<file path="config.mk">
export PLATFORM = sky130hd
export DESIGN_NAME = decoder_controller_flat
export DESIGN_NICKNAME = d
export VERILOG_FILES = /design/src/rtl/decoder_controller_if.sv /design/src/rtl/decoder_controller.sv /design/src/flat_wrapper.sv
export SDC_FILE = /design/constraint.sdc
export NUM_CORES = 1
export LEC_CHECK = 0
export ABC_AREA = 1
export CORE_AREA = 2 2 39 41
export CTS_CLUSTER_SIZE = 14
export DETAILED_ROUTE_END_ITERATION = 7
export DIE_AREA = 0 0 41 43
export DONT_BUFFER_PORTS = 1
export PLACE_DENSITY = 0.74
export SYNTH_ARGS = -nofsm -noshare
export SYNTH_HDL_FRONTEND = slang
export SYNTH_SLANG_ARGS = --single-unit
</file>
<file path="constraint.sdc">
create_clock -name clk -period 2.9 [get_ports clk]
set_input_delay 0.29 -clock clk [delete_from_list [all_inputs] [get_ports clk]]
set_output_delay 0.29 -clock clk [all_outputs]
set_load 0.02 [all_outputs]
</file>
<file path="src/rtl/decoder_controller_if.sv">
// ---------------------------------------------------------------------------
// decoder_controller_if
// Handshake bundle between the decoder top level and its control unit.
//
//   start       top -> ctrl   request a decode (pulse or level)
//   finish      ctrl -> top   one-cycle pulse when all rounds are done
//   X_start     ctrl -> unit  one-cycle start for inverse step unit X
//   X_finish    unit -> ctrl  unit X done (level or pulse)
//   iteration   ctrl -> top   current round index, IW bits
//
// Modports:
//   slave  - the controller side
//   master - the decoder top / datapath side
// ---------------------------------------------------------------------------
interface decoder_controller_if #(
  parameter int IW = 6
);
  logic          start;
  logic          finish;
  logic          RC_start;
  logic          RE_start;
  logic          PE_start;
  logic          RO_start;
  logic          CP_start;
  logic          RC_finish;
  logic          RE_finish;
  logic          PE_finish;
  logic          RO_finish;
  logic          CP_finish;
  logic [IW-1:0] iteration;

  modport slave (
    input  start,
    input  RC_finish, RE_finish, PE_finish, RO_finish, CP_finish,
    output finish,
    output RC_start, RE_start, PE_start, RO_start, CP_start,
    output iteration
  );

  modport master (
    output start,
    output RC_finish, RE_finish, PE_finish, RO_finish, CP_finish,
    input  finish,
    input  RC_start, RE_start, PE_start, RO_start, CP_start,
    input  iteration
  );
endinterface

</file>
<file path="src/rtl/decoder_controller.sv">
// ---------------------------------------------------------------------------
// decoder_controller
// Control unit for the decoder: runs the inverse permutation by sequencing
// five inverse step units per round in the order RC^-1, RE^-1 (chi),
// PE^-1 (pi), RO^-1 (rho), CP^-1 (theta). Rounds count down from ROUNDS-1
// to 0; the round index is shared with the datapath on bus.iteration.
//
// Ports:
//   clk   in   rising-edge clock
//   rst   in   asynchronous, active-high reset
//   bus   slave modport of decoder_controller_if (start/finish handshake,
//         per-unit start/finish pairs, iteration index)
//
// Parameters:
//   ROUNDS  number of rounds (iteration runs ROUNDS-1 .. 0)
//   IW      iteration width, 2**IW >= ROUNDS
// ---------------------------------------------------------------------------
module decoder_controller #(
  parameter int ROUNDS = 24,
  parameter int IW     = 6
) (
  input  logic                 clk,
  input  logic                 rst,
  decoder_controller_if.slave  bus
);

  typedef enum logic [3:0] {
    IDLE,
    ARM,
    RC_S,
    RC_W,
    RE_S,
    RE_W,
    PE_S,
    PE_W,
    RO_S,
    RO_W,
    CP_S,
    CP_W,
    DONE
  } state_t;

  localparam logic [IW-1:0] LAST_ROUND = IW'(ROUNDS - 1);

  state_t        r_state;
  state_t        w_nextState;
  logic [IW-1:0] r_iteration;

  always_ff @(posedge clk or posedge rst) begin
    if (rst) begin
      r_state <= IDLE;
    end else begin
      r_state <= w_nextState;
    end
  end

  // Loaded when ARM sees start released; stepped down only once the last
  // step of a round finishes, and never below zero so it rests at 0 after
  // the final round.
  always_ff @(posedge clk or posedge rst) begin
    if (rst) begin
      r_iteration <= '0;
    end else if (r_state == ARM && !bus.start) begin
      r_iteration <= LAST_ROUND;
    end else if (r_state == CP_W && bus.CP_finish && r_iteration != '0) begin
      r_iteration <= r_iteration - IW'(1);
    end
  end

  // Each *_S state lasts exactly one cycle; the matching *_W state only
  // listens to its own unit's finish, so finishes arriving during *_S or
  // from other units are ignored. ARM waits for start to drop so a held
  // start cannot immediately re-trigger a run.
  always_comb begin
    w_nextState = r_state;
    case (r_state)
      IDLE: if (bus.start) w_nextState = ARM;
      ARM:  if (!bus.start) w_nextState = RC_S;
      RC_S: w_nextState = RC_W;
      RC_W: if (bus.RC_finish) w_nextState = RE_S;
      RE_S: w_nextState = RE_W;
      RE_W: if (bus.RE_finish) w_nextState = PE_S;
      PE_S: w_nextState = PE_W;
      PE_W: if (bus.PE_finish) w_nextState = RO_S;
      RO_S: w_nextState = RO_W;
      RO_W: if (bus.RO_finish) w_nextState = CP_S;
      CP_S: w_nextState = CP_W;
      CP_W: begin
        if (bus.CP_finish) begin
          w_nextState = (r_iteration == '0) ? DONE : RC_S;
        end
      end
      DONE: w_nextState = IDLE;
      default: w_nextState = IDLE;
    endcase
  end

  // Moore outputs: pure decode of the registered state.
  assign bus.RC_start  = (r_state == RC_S);
  assign bus.RE_start  = (r_state == RE_S);
  assign bus.PE_start  = (r_state == PE_S);
  assign bus.RO_start  = (r_state == RO_S);
  assign bus.CP_start  = (r_state == CP_S);
  assign bus.finish    = (r_state == DONE);
  assign bus.iteration = r_iteration;

endmodule
</file>
<file path="src/flat_wrapper.sv">
// flat-port wrapper written by rule: the top's interface ports become plain ports
module decoder_controller_flat 
#(
  parameter int ROUNDS = 24,
  parameter int IW     = 6
)
  (clk, rst, bus_start, bus_RC_finish, bus_RE_finish, bus_PE_finish, bus_RO_finish, bus_CP_finish, bus_finish, bus_RC_start, bus_RE_start, bus_PE_start, bus_RO_start, bus_CP_start, bus_iteration);
  decoder_controller_if #(.IW(IW)) bus_i ();
  input  logic clk;
  input  logic rst;
  input wire logic [$bits(bus_i.start)-1:0] bus_start;
  input wire logic [$bits(bus_i.RC_finish)-1:0] bus_RC_finish;
  input wire logic [$bits(bus_i.RE_finish)-1:0] bus_RE_finish;
  input wire logic [$bits(bus_i.PE_finish)-1:0] bus_PE_finish;
  input wire logic [$bits(bus_i.RO_finish)-1:0] bus_RO_finish;
  input wire logic [$bits(bus_i.CP_finish)-1:0] bus_CP_finish;
  output wire logic [$bits(bus_i.finish)-1:0] bus_finish;
  output wire logic [$bits(bus_i.RC_start)-1:0] bus_RC_start;
  output wire logic [$bits(bus_i.RE_start)-1:0] bus_RE_start;
  output wire logic [$bits(bus_i.PE_start)-1:0] bus_PE_start;
  output wire logic [$bits(bus_i.RO_start)-1:0] bus_RO_start;
  output wire logic [$bits(bus_i.CP_start)-1:0] bus_CP_start;
  output wire logic [$bits(bus_i.iteration)-1:0] bus_iteration;
  assign bus_i.start = bus_start;
  assign bus_i.RC_finish = bus_RC_finish;
  assign bus_i.RE_finish = bus_RE_finish;
  assign bus_i.PE_finish = bus_PE_finish;
  assign bus_i.RO_finish = bus_RO_finish;
  assign bus_i.CP_finish = bus_CP_finish;
  assign bus_finish = bus_i.finish;
  assign bus_RC_start = bus_i.RC_start;
  assign bus_RE_start = bus_i.RE_start;
  assign bus_PE_start = bus_i.PE_start;
  assign bus_RO_start = bus_i.RO_start;
  assign bus_CP_start = bus_i.CP_start;
  assign bus_iteration = bus_i.iteration;
  decoder_controller #(.ROUNDS(ROUNDS), .IW(IW)) u_core (.clk(clk), .rst(rst), .bus(bus_i));
endmodule
</file>
Yosys cells after proc, flatten, opt, wreduce, memory -nomap -nowiden
Cells that the tools add are included.
{ "word_totals": {"ff_bits": 10, "in_bits": 8, "out_inout_bits": 12, "wordCells": 42} }
{ "classes": {"add_sub_neg": 1, "eq_ne": 19, "n_mux": 11, "n_reduce_logical": 9} }
{ "ops": {"columns": ["op", "count"], "rows": [
  ["one-hot mux 4 bit (12 select lines)", 1],
  ["two-way mux 4 bit", 8],
  ["equality test 4 bit (second input constant)", 5],
  ["equality test 4 x 3 -> 1 bit (second input constant)", 4],
  ["inequality test 2 bit (second input constant)", 7],
  ["two-way mux 6 bit", 2],
  ["equality test 4 x 2 -> 1 bit (second input constant)", 2],
  ["AND reduction 7 bit", 1],
  ["logical NOT 6 bit", 1],
  ["nonzero test 6 bit", 1],
  ["subtractor 6 x 1 -> 6 bit (second input constant)", 1],
  ["equality test 4 x 1 -> 1 bit (second input constant)", 1],
  ["logical NOT 4 bit", 1],
  ["logical AND 1 bit", 3],
  ["nonzero test 2 bit", 1],
  ["logical NOT 1 bit", 1]
]} }

Longest topological paths before layout
{ "logic_depth": {"word_depth": 5, "ltp_mapped": 9} }

Least setup slack after synthesis
Ideal clock, no wire load.
{ "synth_path": {"kind": "register to register", "from": "register u_core.r_iteration[0], in the netlist u_core.bus.iteration[0]", "to": "register u_core.r_iteration[3], in the netlist u_core.bus.iteration[3]", "arrival_time_ns": 1.263, "setup_slack_ns": 1.519, "stages_incl_launch_ff": 9, "synth_period_minus_slack_ns": 1.381, "cell_sequence": "dfrtp_1 inv_1 ha_1 nand3_1 nand3_2 nand2_2 inv_2 nand2_1 nand2_1"} }
{ "synth_between": {"elab_chain_cells": 3} }
{ "synth_lines": {"columns": ["item", "line_no", "text"], "rows": [
  ["from (decl)", "decoder_controller.sv:47", "logic [IW-1:0] r_iteration;"],
  ["from (signal assigned)", "decoder_controller.sv:66", "r_iteration <= r_iteration - IW'(1);"],
  ["subtractor 6 x 1 -> 6 bit / nonzero test 6 bit (equally long branches)", "decoder_controller.sv:66, decoder_controller.sv:65", null],
  ["two-way mux 6 bit / logical AND 1 bit (equally long branches)", "decoder_controller.sv:65", "end else if (r_state == CP_W && bus.CP_finish && r_iteration != '0) begin"],
  ["two-way mux 6 bit / nonzero test 2 bit (equally long branches)", null, null]
]} }
Parallel ways exist; a longest one is shown, timed or not. The select of a mux whose other input is x is not followed.
A chain may end at the register's enable or synchronous reset.

Worst setup path after layout
{ "layout_path": {"from": "register u_core.r_state[0]", "to": "output port bus_RC_start"} }
{ "layout_between": {"elab_chain_cells": 1} }
{ "layout_lines": {"columns": ["item", "line_no", "text"], "rows": [
  ["from (decl)", "decoder_controller.sv:45", "state_t r_state;"],
  ["from (signal assigned)", "decoder_controller.sv:53", "r_state <= w_nextState;"],
  ["equality test 4 x 2 -> 1 bit", "decoder_controller.sv:99", "assign bus.RC_start = (r_state == RC_S);"],
  ["to (decl)", "flat_wrapper.sv:18", "output wire logic [$bits(bus_i.RC_start)-1:0] bus_RC_start;"]
]} }
No other way between the ends.

==> results.json <==
{
  "synthCells": 122,
  "cts-root-buf": "clkbuf_4",
  "crit_arrival_ns": 1.35,
  "htree_levels": 1,
  "cts_tree": "built",
  "drt_iter0_markers": 10,
  "yosysSeqAreaShare": 0.322,
  "finalSetupTns_ns": 0,
  "grt_pass1_wl_mm": 2.70,
  "final_nets": 137,
  "dr.pass1.iters": 4,
  "whs_path_depth": 2,
  "slowest_stage": "nor3_1",
  "post_cts_resized": 0,
  "design_area_um2": 837,
  "cts_buffer_depth": 2,
  "max_clock_freq_ghz": 0.608,
  "tritoncts.num_buffers": 3,
  "clockPowerShare": 0.142,
  "place_hpwl_mm": 1.26,
  "portBuffers": 0,
  "skew_ns": 0.00259,
  "die_h_um": 43,
  "clkSlewWorstSetupHoldPaths_ns": 0.07,
  "relSlewSlack": 0.583,
  "die-area_mm2": 0.00176,
  "setup_viol": 0,
  "ys_ff_latch": 10,
  "leakagePower_nw": 0.465,
  "layout-drive-gt1-share": 0.135,
  "finalCritPeriodShare": 0.567,
  "cap_viol_max_count": 0,
  "place_inst": 137,
  "grt_max_degree": 11,
  "area_growth_pct": 7.56,
  "die_x_um": 41,
  "p_int_w": 0.000417,
  "num_rows": 14,
  "antenna_found_initial": 0,
  "vias_per_cell": 5.34,
  "cpPeakStageDelay_ns": 0.50,
  "ir_drop_mv": 0.496,
  "critPathCaptureType": "primary output",
  "pre_cts_ws_ns": 1.40,
  "post_drt_wl_per_cell_um": 11.8,
  "floorplan.core_area_mm2": 0.00138,
  "maxSlewViolCount": 0,
  "antenna_cells": 0,
  "cp_cell_sequence": "inv_2 > nand2_1 > nor3_1",
  "grt_usage": 0.228,
  "wirelength_mm": 1.67,
  "syn_avg_cell_area_um2": 6.38,
  "crit_type": "reg2out",
  "worst_pin_slew_ns": 0.620,
  "synth_cell_types": 23,
  "cp-start-kind": "flip-flop",
  "route.vias.total": 758,
  "worstPathRequired_ns": 2.61,
  "rsz0062_at_grt": "no",
  "power_density_mw_per_mm2": 1060,
  "net-switching-power_w": 0.000471,
  "postPlaceCellArea_um2": 791,
  "min_period_ns": 1.64,
  "rr_worst_depth": 8,
  "ios": 20,
  "start_util": 0.562,
  "yosys_warnings": 0,
  "instances_no_fill": 142,
  "nFillCells": 143,
  "status": "completed",
  "clock_latency_ns": 0.27,
  "pwr-share-seq": 0.344,
  "hold_violations": 0,
  "overflow": 0,
  "pwr-share-comb": 0.514,
  "worst_slack_ns": 1.26,
  "p_sw_frac": 0.530,
  "ant_nets": 0,
  "grt_pass1_vias": 683,
  "gp_congestion": 0.796,
  "hold_path_class": "in2reg",
  "syn_nets": 132,
  "post-route-drc-count": 0,
  "crit_fanout": 4,
  "clock-sinks": 10,
  "netlist_area_um2": 778
}
per-stage QoR:
stage / hold WS [ns] / power [W] / util
2_1_floorplan: 0.130 / 0.000679 / -
3_3_place_gp: 0.175 / 0.000748 / 0.571
3_5_place_dp: 0.185 / 0.000758 / 0.571
4_1_cts: 0.248 / 0.000891 / 0.605
5_1_grt: 0.256 / 0.000975 / 0.605
6_report: 0.256 / 0.000889 / 0.605
per-layer routing:
layer	global-route usage	part of all wire	wire, um	up-vias
met5	0	0	0	-
li1	-	-	-	387
met3	0.0262	0.052	87	2
met2	0.375	0.52	865	22
met4	0.100	0.011	19	0
met1	0.283	0.42	698	347
cell families after synthesis:
| group | after synthesis | share of synthesized area |
|---|---|---|
| simple gates | 78 | 0.452 |
| buf+inv | 22 | 0.111 |
| flops | 10 | 0.322 |
| compound gates | 8 | 0.0611 |
| xor+xnor | 2 | 0.0225 |
| fa+ha+maj | 2 | 0.0321 |
registers in the layout, summed over array words and instances, names as in the netlist:
register,flops
u_core.bus.iteration,6
u_core.r_state,4
power by group through the flow:
stage / logic, W / registers (W) / clock network [W]
3_5_place_dp: 0.000453 / 0.000305 / 0
6_report: 0.000457 / 0.000305 / 0.000126
5_1_grt: 0.000526 / 0.000313 / 0.000136
2_1_floorplan: 0.000406 / 0.000273 / 0
4_1_cts: 0.000460 / 0.000303 / 0.000129
3_3_place_gp: 0.000446 / 0.000302 / 0
worst max-delay path, delay by kind of cell, from the launching register on:
kind | cells | cell delay, ns
buffers and inverters | 1 | 0.08
DFF | 1 | 0.42
and+or+nand+nor | 2 | 0.59
what timing repair did:
action | 4_1_cts | 5_1_grt
hold buffers | 1 | 0
buffers inserted | 0 | 0
endpoints found under the setup margin | 0 | 0
endpoints found under the hold margin | 10 | 0
cells in the final DEF (no fill, tap or decap):
| master | synthesis | final |
|---|---|---|
| nor2_4 | 1 | 1 |
| o21bai_1 | 1 | 1 |
| nor3_1 | 1 | 1 |
| o21ai_1 | 3 | 3 |
| nor2_2 | 3 | 3 |
| nand2_2 | 2 | 2 |
| nand3b_1 | 1 | 1 |
| nand4_1 | 1 | 1 |
| inv_1 | 15 | 15 |
| xnor2_1 | 1 | 1 |
| nor2_1 | 13 | 13 |
| ha_1 | 2 | 2 |
| o211ai_1 | 1 | 1 |
| a22oi_1 | 1 | 1 |
| nand2_1 | 39 | 39 |
| o21ai_0 | 2 | 2 |
| nand3_1 | 15 | 15 |
| inv_2 | 5 | 5 |
| clkbuf_4 | 0 | 3 |
| clkbuf_8 | 0 | 1 |
| clkinv_1 | 1 | 1 |
| xor2_1 | 1 | 1 |
| dfrtp_1 | 10 | 10 |
| nand3_2 | 2 | 2 |
| dlygate4sd3_1 | 0 | 1 |
worst paths after layout:
kind	slack (ns)	from	to
max	1.26	u_core.r_state[0]	bus_RC_start
min	0.26	bus_CP_finish	u_core.bus.iteration[1]
max reg2reg	1.36	u_core.bus.iteration[0]	u_core.bus.iteration[5]
min reg2reg	0.56	u_core.r_state[0]	u_core.r_state[0]
max in group asynchronous	2.20	rst	u_core.r_state[1]
min in group asynchronous	0.44	rst	u_core.bus.iteration[1]
synthesized netlist by cell type:
library cell | count | area [um^2]
nand2_1 | 39 | 146
inv_1 | 15 | 56.3
nand3_1 | 15 | 75.1
nor2_1 | 13 | 48.8
dfrtp_1 | 10 | 250
inv_2 | 5 | 18.8
nor2_2 | 3 | 18.8
o21ai_1 | 3 | 15.0
ha_1 | 2 | 25.0
nand2_2 | 2 | 12.5
nand3_2 | 2 | 20.0
o21ai_0 | 2 | 10.0
a22oi_1 | 1 | 7.51
buf_4 | 1 | 7.51
clkinv_1 | 1 | 3.75
nand3b_1 | 1 | 7.51
nand4_1 | 1 | 6.26
nor2_4 | 1 | 11.3
nor3_1 | 1 | 5.00
o211ai_1 | 1 | 7.51
o21bai_1 | 1 | 7.51
xnor2_1 | 1 | 8.76
xor2_1 | 1 | 8.76
layout make-up:
cell class,count,area [um^2],share of cell area
multi-input cells,90,442,0.528
flip-flops and latches,10,250,0.299
inverters,21,78.8,0.0942
clock buffers,4,36.3,0.0433
well taps,16,20.0,0.0239
repair buffers,1,10.0,0.0120
Power figures use the tool's default switching activity.
